==> config.mk <==
export PLATFORM = sky130hd
export DESIGN_NAME = featuremap_layer_scheduler
export DESIGN_NICKNAME = d
export VERILOG_FILES = /design/src/rtl/featuremap_layer_scheduler.sv
export SDC_FILE = /design/constraint.sdc
export NUM_CORES = 1
export LEC_CHECK = 0
export CORE_MARGIN = 4
export CORE_UTILIZATION = 60
export DETAILED_ROUTE_END_ITERATION = 10
export DONT_BUFFER_PORTS = 1
export HOLD_SLACK_MARGIN = 0.02
export MAX_ROUTING_LAYER = met4
export PLACE_DENSITY = 0.83
export SLEW_MARGIN = 20
export SYNTH_ARGS = -nofsm -noshare
export SYNTH_HDL_FRONTEND = slang
export SYNTH_SLANG_ARGS = --single-unit
==> constraint.sdc <==
create_clock -name clk -period 5.3 [get_ports clk]
set_clock_uncertainty 0.2 [all_clocks]
set_input_delay 1.06 -clock clk [delete_from_list [all_inputs] [get_ports clk]]
set_output_delay 1.06 -clock clk [all_outputs]
set_load 0.02 [all_outputs]
==> src/rtl/featuremap_layer_scheduler.sv <==
// featuremap_layer_scheduler: adds a zero border to a frame, broadcasts it to the filter FIFOs, and tracks when every filter has finished
module featuremap_layer_scheduler #(
  parameter int DATA_WIDTH  = 32,
  parameter int WIDTH       = 32,
  parameter int NUM_FILTERS = 8,
  parameter int DEPTH       = 4096
) (
  input  logic                    clk,
  input  logic                    rst,
  input  logic                    start,
  input  logic [3*DATA_WIDTH-1:0] pix_in,
  input  logic                    pix_valid,
  output logic                    pix_ready,
  output logic [3*DATA_WIDTH-1:0] fifo_data,
  output logic                    fifo_wren,
  input  logic [NUM_FILTERS-1:0]  fmap_valid,
  output logic                    busy,
  output logic                    done,
  output logic                    overrun
);
  localparam int RW = $clog2(WIDTH + 2);
  localparam int CW = $clog2(WIDTH * WIDTH + 1);
  localparam logic [RW-1:0] LAST = RW'(WIDTH + 1);
  localparam logic [CW-1:0] MAX = CW'(WIDTH * WIDTH);

  if ((WIDTH + 2) * (WIDTH + 2) > DEPTH) begin : g_depth
    $error("featuremap FIFO depth too small for the padded frame");
  end

  typedef enum logic [1:0] {IDLE, STREAM, WAIT, DONE} state_t;

  state_t state, state_nxt;
  logic [RW-1:0] row, col;
  logic [CW-1:0] cnt [NUM_FILTERS];
  logic [CW-1:0] cnt_nxt [NUM_FILTERS];
  logic pad, adv, last_col, last, active, all_full, hit_sat;

  assign pad       = row == '0 || row == LAST || col == '0 || col == LAST;
  assign last_col  = col == LAST;
  assign last      = last_col && row == LAST;
  assign active    = state == STREAM || state == WAIT;
  assign pix_ready = state == STREAM && !pad;
  assign adv       = state == STREAM && (pad || pix_valid);
  assign busy      = active;
  assign done      = state == DONE;

  // Per-filter saturating counters; completion looks at the post-update counts so the final pulse finishes the frame at the next edge
  always_comb begin
    all_full = 1'b1;
    hit_sat  = 1'b0;
    for (int i = 0; i < NUM_FILTERS; i++) begin
      cnt_nxt[i] = (active && fmap_valid[i] && cnt[i] != MAX) ? cnt[i] + 1'b1 : cnt[i];
      hit_sat    = hit_sat | (active && fmap_valid[i] && cnt[i] == MAX);
      all_full   = all_full & (cnt_nxt[i] == MAX);
    end
  end

  // Next state: STREAM always drains through WAIT, even if every filter is already complete
  always_comb begin
    state_nxt = (state == IDLE && start)       ? STREAM :
                (state == STREAM && adv && last) ? WAIT :
                (state == WAIT && all_full)     ? DONE :
                (state == DONE)                 ? IDLE : state;
  end

  // State, raster position, counters, sticky overrun and the registered FIFO write port
  always_ff @(posedge clk or negedge rst) begin
    if (!rst) begin
      state     <= IDLE;
      row       <= '0;
      col       <= '0;
      cnt       <= '{default: '0};
      overrun   <= 1'b0;
      fifo_wren <= 1'b0;
      fifo_data <= '0;
    end else begin
      state     <= state_nxt;
      fifo_wren <= adv;
      fifo_data <= (adv && !pad) ? pix_in : '0;
      if (state == IDLE && start) begin
        row     <= '0;
        col     <= '0;
        cnt     <= '{default: '0};
        overrun <= 1'b0;
      end else begin
        if (adv) begin
          col <= last_col ? '0 : col + 1'b1;
          row <= last_col ? row + 1'b1 : row;
        end
        cnt     <= cnt_nxt;
        overrun <= overrun | hit_sat;
      end
    end
  end
endmodule
==> metrics.txt, run 1 <==
status completed; CP endpoint state[0]$_DFFE_PN0P_; CTS Buf Count 17; max incr delay on CP approximately 0.79 ns; antenna-violating nets left 0; Worst-path clk slew 0.08 ns; gp weighted congestion 0.940; die width 135 um; Worst Path Required 5.43 ns; DRT Pass-1 Iters 5; r2r setup slk 1.53 ns; most frequent cell after synthesis dfrtp_1; port buffer count 0; syn_nets ~1,100; Seq/Total Area, Yosys 51.5%; Synthesis Warnings 0; CP arrival 3.90 ns; Critical Path Slowest Stage Cell ha_1; largest net degree at the start of global routing about 200; DP HPWL 16,200 um; critical-path cell list inv_1 -> ha_1 -> buf_4 -> and4_1 -> a21oi_1 -> or4b_1 -> nor4_1 -> nor4b_2 -> nand4_1 -> o31ai_1; initial antenna violation count 3; setup TNS 0 ns; reg2reg start state[0]$_DFFE_PN0P_; Nets 1,075; Final Max Tran Viols 0; count of final setup violators 0; Max-Cap Viols 0; Clock Tree Root clkbuf_16; Synth Register Bits 200; die height 135 um; crit path kind flop to flop; Cell Pwr Density around 410 nW/um2; FP Rows 46; io pins 209; crit path launch type flop; post-CTS resize count 0; Tot GR Track Use 26.2%; CTS Sinks 200; highest clock rate 265 MHz; wire per inst between 15 and 20 um; delay-heaviest family, CP simple AND/OR/NAND/NOR gates; Yosys top cell by area dfrtp_1; syn_area_per_cell between 10 and 15 um2; actual slew at the worst max-slew pin 0.760 ns; Post-Syn Instances between 900 and 1,000; cell depth of the worst setup path 10; Yosys top cell area share 51.5%; Worst IR Drop VDD 0.251 mV; Iter 0 DRT Violations around 650; core outline area 15,900 um2; Final period util 71.2%; layout cell share with drive strength beyond 1 ~6%; Post-route DRC 0; htree depth 4; crit path launch state[0]$_DFFE_PN0P_; P_leak 5.15 nW; Hold Crit Class input pin to asynchronous set/reset pin; Slew HR 49.3%; PnR Total Power 4.31 mW; # Post-CTS Setup Buffers 0; Crit. End Element flop; first-pass GRT wire length ~37,000 um; Crit path buffers/inverters 2; crit-path max FO 23; r2r endpoint state[0]$_DFFE_PN0P_; ys async rst share 100%; GR Overflow Total 0; RSZ-0062 raised after global routing false; insertion delay to the later sink of the worst-skew pair 0.43 ns; Synth Flop Type dfrtp_1; largest cells by area after synthesis dfrtp_1, and3_1, nor2_1; Layout area overhead 7.84%; Post-Syn Area between 9000 and 10,000 um2; Hold Buf Count CTS 0; final wirelength 22,900 um; post-route minimum period around 3.8 ns; TritonCTS clock tree yes; via count 7,103; Die ar. 18,300 um2; post-DR vias/cell between 6 and 7; commonest cells in the netlist dfrtp_1, nor2_1, and3_1, nand2_1, clkbuf_1; initial core utilization 61.2%; clock buffer depth 2; number of synthesized flops with an enable pin 0; post-synth cell types 67; r2r worst-path depth 10; via count of the first global-routing pass between 6,000 and 7,000; endpoints failing hold 0
-- power by group --
group	total, mW	switching, mW	internal (mW)
registers	2.05	0.341	1.71
clock network	1.35	0.685	0.667
logic	0.905	0.491	0.413
total	4.31	1.52	2.79
-- worst reg2reg max path, delay by kind of cell (launching register included) --
| family | cells | cell delay [ns] |
|---|---|---|
| buf+inv | 2 | 0.43 |
| simple gates | 5 | 1.46 |
| compound gates | 2 | 0.40 |
| fa+ha+maj | 1 | 0.79 |
| flops | 1 | 0.40 |
-- worst min path at each step --
stage	start	end	slack [ns]	cells past startpoint
after floorplan	cnt[87]$_DFF_PN0_	cnt[87]$_DFF_PN0_	0.31	2
after global placement	cnt[21]$_DFF_PN0_	cnt[21]$_DFF_PN0_	0.34	2
after detailed placement	row[4]$_DFFE_PN0P_	row[4]$_DFFE_PN0P_	0.35	2
after CTS	rst	fifo_data[84]$_DFF_PN0_	0.11	0
after global routing	rst	cnt[10]$_DFF_PN0_	0.09	0
final	rst	cnt[5]$_DFF_PN0_	0.13	0
-- metrics by stage --
stage          utilization [%]  cell area, um2  worst slack [ns]  cells  hold WS, ns
6_report                  66.0           10500              1.53   1173        0.125
2_1_floorplan                -            9720              2.32    971        0.312
4_1_cts                   65.8           10500              1.57   1169        0.105
3_5_place_dp              61.8            9810              1.64   1137        0.354
5_1_grt                   66.0           10500              1.17   1173       0.0936
3_3_place_gp              61.8            9810              1.75   1137        0.343
-- layout make-up --
class,count,area (um2)
flip-flops and latches,200,5000
fillers,1232,5400
repair buffers,3,35.0
well taps,216,270
multi-input cells,686,4400
diodes,3,7.51
inverters,33,124
clock inverters,15,223
clock buffers,17,425
-- placed cells by master (no fill, tap or decap), types with 12 or more instances in the layout --
master	count
dfrtp_1	200
nor2_1	122
and3_1	106
nand2_1	50
xor2_1	41
nand3_1	40
xnor2_1	39
nand4_1	36
inv_1	33
a21oi_1	26
ha_1	26
nor3_1	24
o21ai_0	24
clkbuf_16	17
or3_1	15
mux2i_1	14
and4_1	12
-- metal layers --
metal / global-route usage [%] / vias to the layer above / share of wire, %
met3: 8.40 / 32 / 7.7
met2: 41.3 / 263 / 50
met4: 8.34 / 0 / 2.1
met1: 32.5 / 3458 / 40
met5: - / - / 0
li1: - / 3350 / -
-- cells by family (layout without fill, tap and decap cells) --
group	Yosys count	after routing	share of synthesized area, %
buffers and inverters	85	68	3.42
multiplexers	20	20	2.14
XOR/XNOR	80	80	7.21
AO/OA/AOI/OAI	96	96	6.42
other	0	3	0
adder cells (fa/ha/maj)	26	26	3.35
AND/OR/NAND/NOR	464	464	26.0
flip-flops	200	200	51.5
-- state kept, by name, indices dropped and copies added, names as in the netlist --
name and cells:
col 6, cnt 88, state 2, fifo_data 96, fifo_wren 1, overrun 1
row 6
Note: power is estimated with default switching activity, not from simulation.
==> run 2, diff against run 1 <==
Settings changed: CORE_UTILIZATION 60 to 58.
Clock period 5.3 ns to 3.15 ns, I/O delays scaled along.
==> run 2 against run 1 <==
  * The run now ends with negative hold slack left
  * Clock power increased by 64%
  * Utilization decreased by 1.8 points
  * Global-route usage increased by 0.37 points
  * Wire length increased by 3.8%
  * Critical path depth unchanged
  * Combinational power increased by 73%
  * Design area increased by 1.2%
  * Via count increased by 1.6%
==> metrics.txt, run 2 (synthesis gave the netlist of run 1 again) <==
via count 7,218 (+1.6%); core outline area 16,500 um2 (+4.0%); Largest register FFs 96 (unchanged); Nets 1,088 (+1.2%); Cells after DPL 1,151 (+1.2%); post-layout util 64.2% (-1.8 points); Worst-path clk slew 0.08 ns (about the same); post-route minimum period 2.99 ns (-0.778 ns); DP Area 9900 um2 (+0.94%); first-pass GRT wire length 37,500 um (+2.6%); Post-route DRC 0 (unchanged); P_leak 5.22 nW (+1.4%); Iter 0 DRT Violations 614 (-5.2%); port buffer count 0 (unchanged); Hold Crit Class input pin to asynchronous set/reset pin; Clock Tree Root clkbuf_16; max incr delay on CP 0.50 ns (-0.29 ns); pre-CTS setup slack -0.0153 ns (-1.65 ns); crit-path max FO 6 (-74%); initial antenna violation count 5 (+2); Crit path buffers/inverters 2 (unchanged); clock buffer depth 2 (unchanged); Slew HR 58.4% (+9.1 points); CTS Sinks 200 (unchanged); final wirelength 23,800 um (+3.8%); FILL cells 1,270 (+3.1%); Crit. End Element flop; insertion delay to the later sink of the worst-skew pair 0.44 ns (about the same); CP arrival 3.14 ns (-0.76 ns); Layout area overhead 9.17%; Die ar. 18,900 um2 (+3.2%); Reg area 5000 um2 (unchanged); Final Non-Filler Cells 1,192 (+1.6%); Final period util 95.0% (+24 points); CTS Buf Count 17 (unchanged); violations in the final reports negative hold slack; die height 137 um (+1.6%); antenna-violating nets left 0 (unchanged); commonest non-fill, non-tap cell in the layout dfrtp_1; initial core utilization 58.8% (-2.4 points); crit path launch type flop; delay-heaviest family, CP simple AND/OR/NAND/NOR gates; reg2reg start state[1]$_DFFE_PN0P_; endpoints failing hold 200 (+200); highest clock rate 334 MHz (+26%); post-DR vias/cell 6.06 (about the same); io pins 209 (unchanged); Critical Path Slowest Stage Cell or4b_1; Reg with most FFs fifo_data; setup TNS 0 ns (unchanged); Final Cell Area 10,600 um2 (+1.2%); Final Max Tran Viols 0 (unchanged); largest net degree at the start of global routing 201 (unchanged); Hold Slack -0.321 ns (-0.446 ns); gp weighted congestion 0.943 (+0.35%); actual slew at the worst max-slew pin 0.624 ns (-0.136 ns); critical-path cell list inv_1 -> ha_4 -> buf_6 -> and4_4 -> a21oi_1 -> or4b_1 -> nor4_1 -> nor4b_2 -> nand4_1 -> o31ai_2; final worst slack 0.157 ns (-1.37 ns); crit path launch state[1]$_DFFE_PN0P_; DP HPWL 16,500 um (+2.2%); Worst Path Required 3.29 ns (-2.14 ns); via count of the first global-routing pass 7,193 (+4.0%); layout cell share with drive strength beyond 1 8.07% (+2.2 points); Max-Cap Viols 0 (unchanged); PnR Total Power 7.24 mW (+68%); status complete, but fails checks; biggest regs fifo_data x96, cnt x88; Tot GR Track Use 26.6% (+0.37 points); Multi-input gate area 4440 um2 (+1.1%); Cell Pwr Density 682 nW/um2 (+66%); FP Rows 47 (+2.2%); GR Overflow Total 0 (unchanged); wire per inst 19.9 um (+2.2%); htree depth 4 (unchanged); most frequent cells in the layout dfrtp_1, nor2_1, and3_1; crit path kind flop to flop; Worst IR Drop VDD 0.385 mV (+54%); count of final setup violators 0 (unchanged); DRT Pass-1 Iters 5 (unchanged); TritonCTS clock tree yes; die width 137 um (+1.6%)
run 2: layout make-up:
| class | count | share of cell area (%) |
|---|---|---|
| Sequential cell | 200 | 47.1 |
| Inverter | 33 | 1.17 |
| Clock inverter | 15 | 1.84 |
| Tap cell | 220 | 2.59 |
| Timing Repair Buffer | 16 | 1.28 |
| Clock buffer | 17 | 4.01 |
| Multi-Input combinational cell | 686 | 41.9 |
| Antenna cell | 5 | 0.118 |
run 2: routing by layer:
metal  track usage, %  up-vias  routed length, um
met5                -        -                  0
met2             43.2      274              11900
met3             7.52       44               1790
met4             8.81        0                573
met1             32.2     3531               9500
li1                 -     3369                  -
run 2: worst paths after layout:
check	end	slack [ns]	depth (start not counted)
setup / recovery	state[1]$_DFFE_PN0P_	0.16	10
hold / removal	cnt[5]$_DFF_PN0_	-0.32	0
setup reg to reg	state[1]$_DFFE_PN0P_	0.16	10
hold reg to reg	col[4]$_DFFE_PN0P_	0.37	2
max in group asynchronous	cnt[37]$_DFF_PN0_	2.56	0
min in group clk	cnt[83]$_DFF_PN0_	0.08	1
run 2: worst reg2reg max path, delay by kind of cell (launching register included):
family | cells | cell delay, ns
compound gates | 2 | 0.30
fa+ha+maj | 1 | 0.30
buf+inv | 2 | 0.25
flops | 1 | 0.39
simple gates | 5 | 1.45
run 2: timing repair:
action	CTS	global route
endpoints found under the setup margin	2	2
setup buffers	0	4
pin swaps	0	5
gates cloned	0	0
endpoints found under the hold margin	200	200
gates resized for setup	1	11
run 2: power by group:
group / total, mW / switching [mW] / internal, mW
Clock: 2.22 / 1.13 / 1.09
Combinational: 1.57 / 0.856 / 0.716
Sequential: 3.45 / 0.572 / 2.88
Total: 7.24 / 2.56 / 4.68
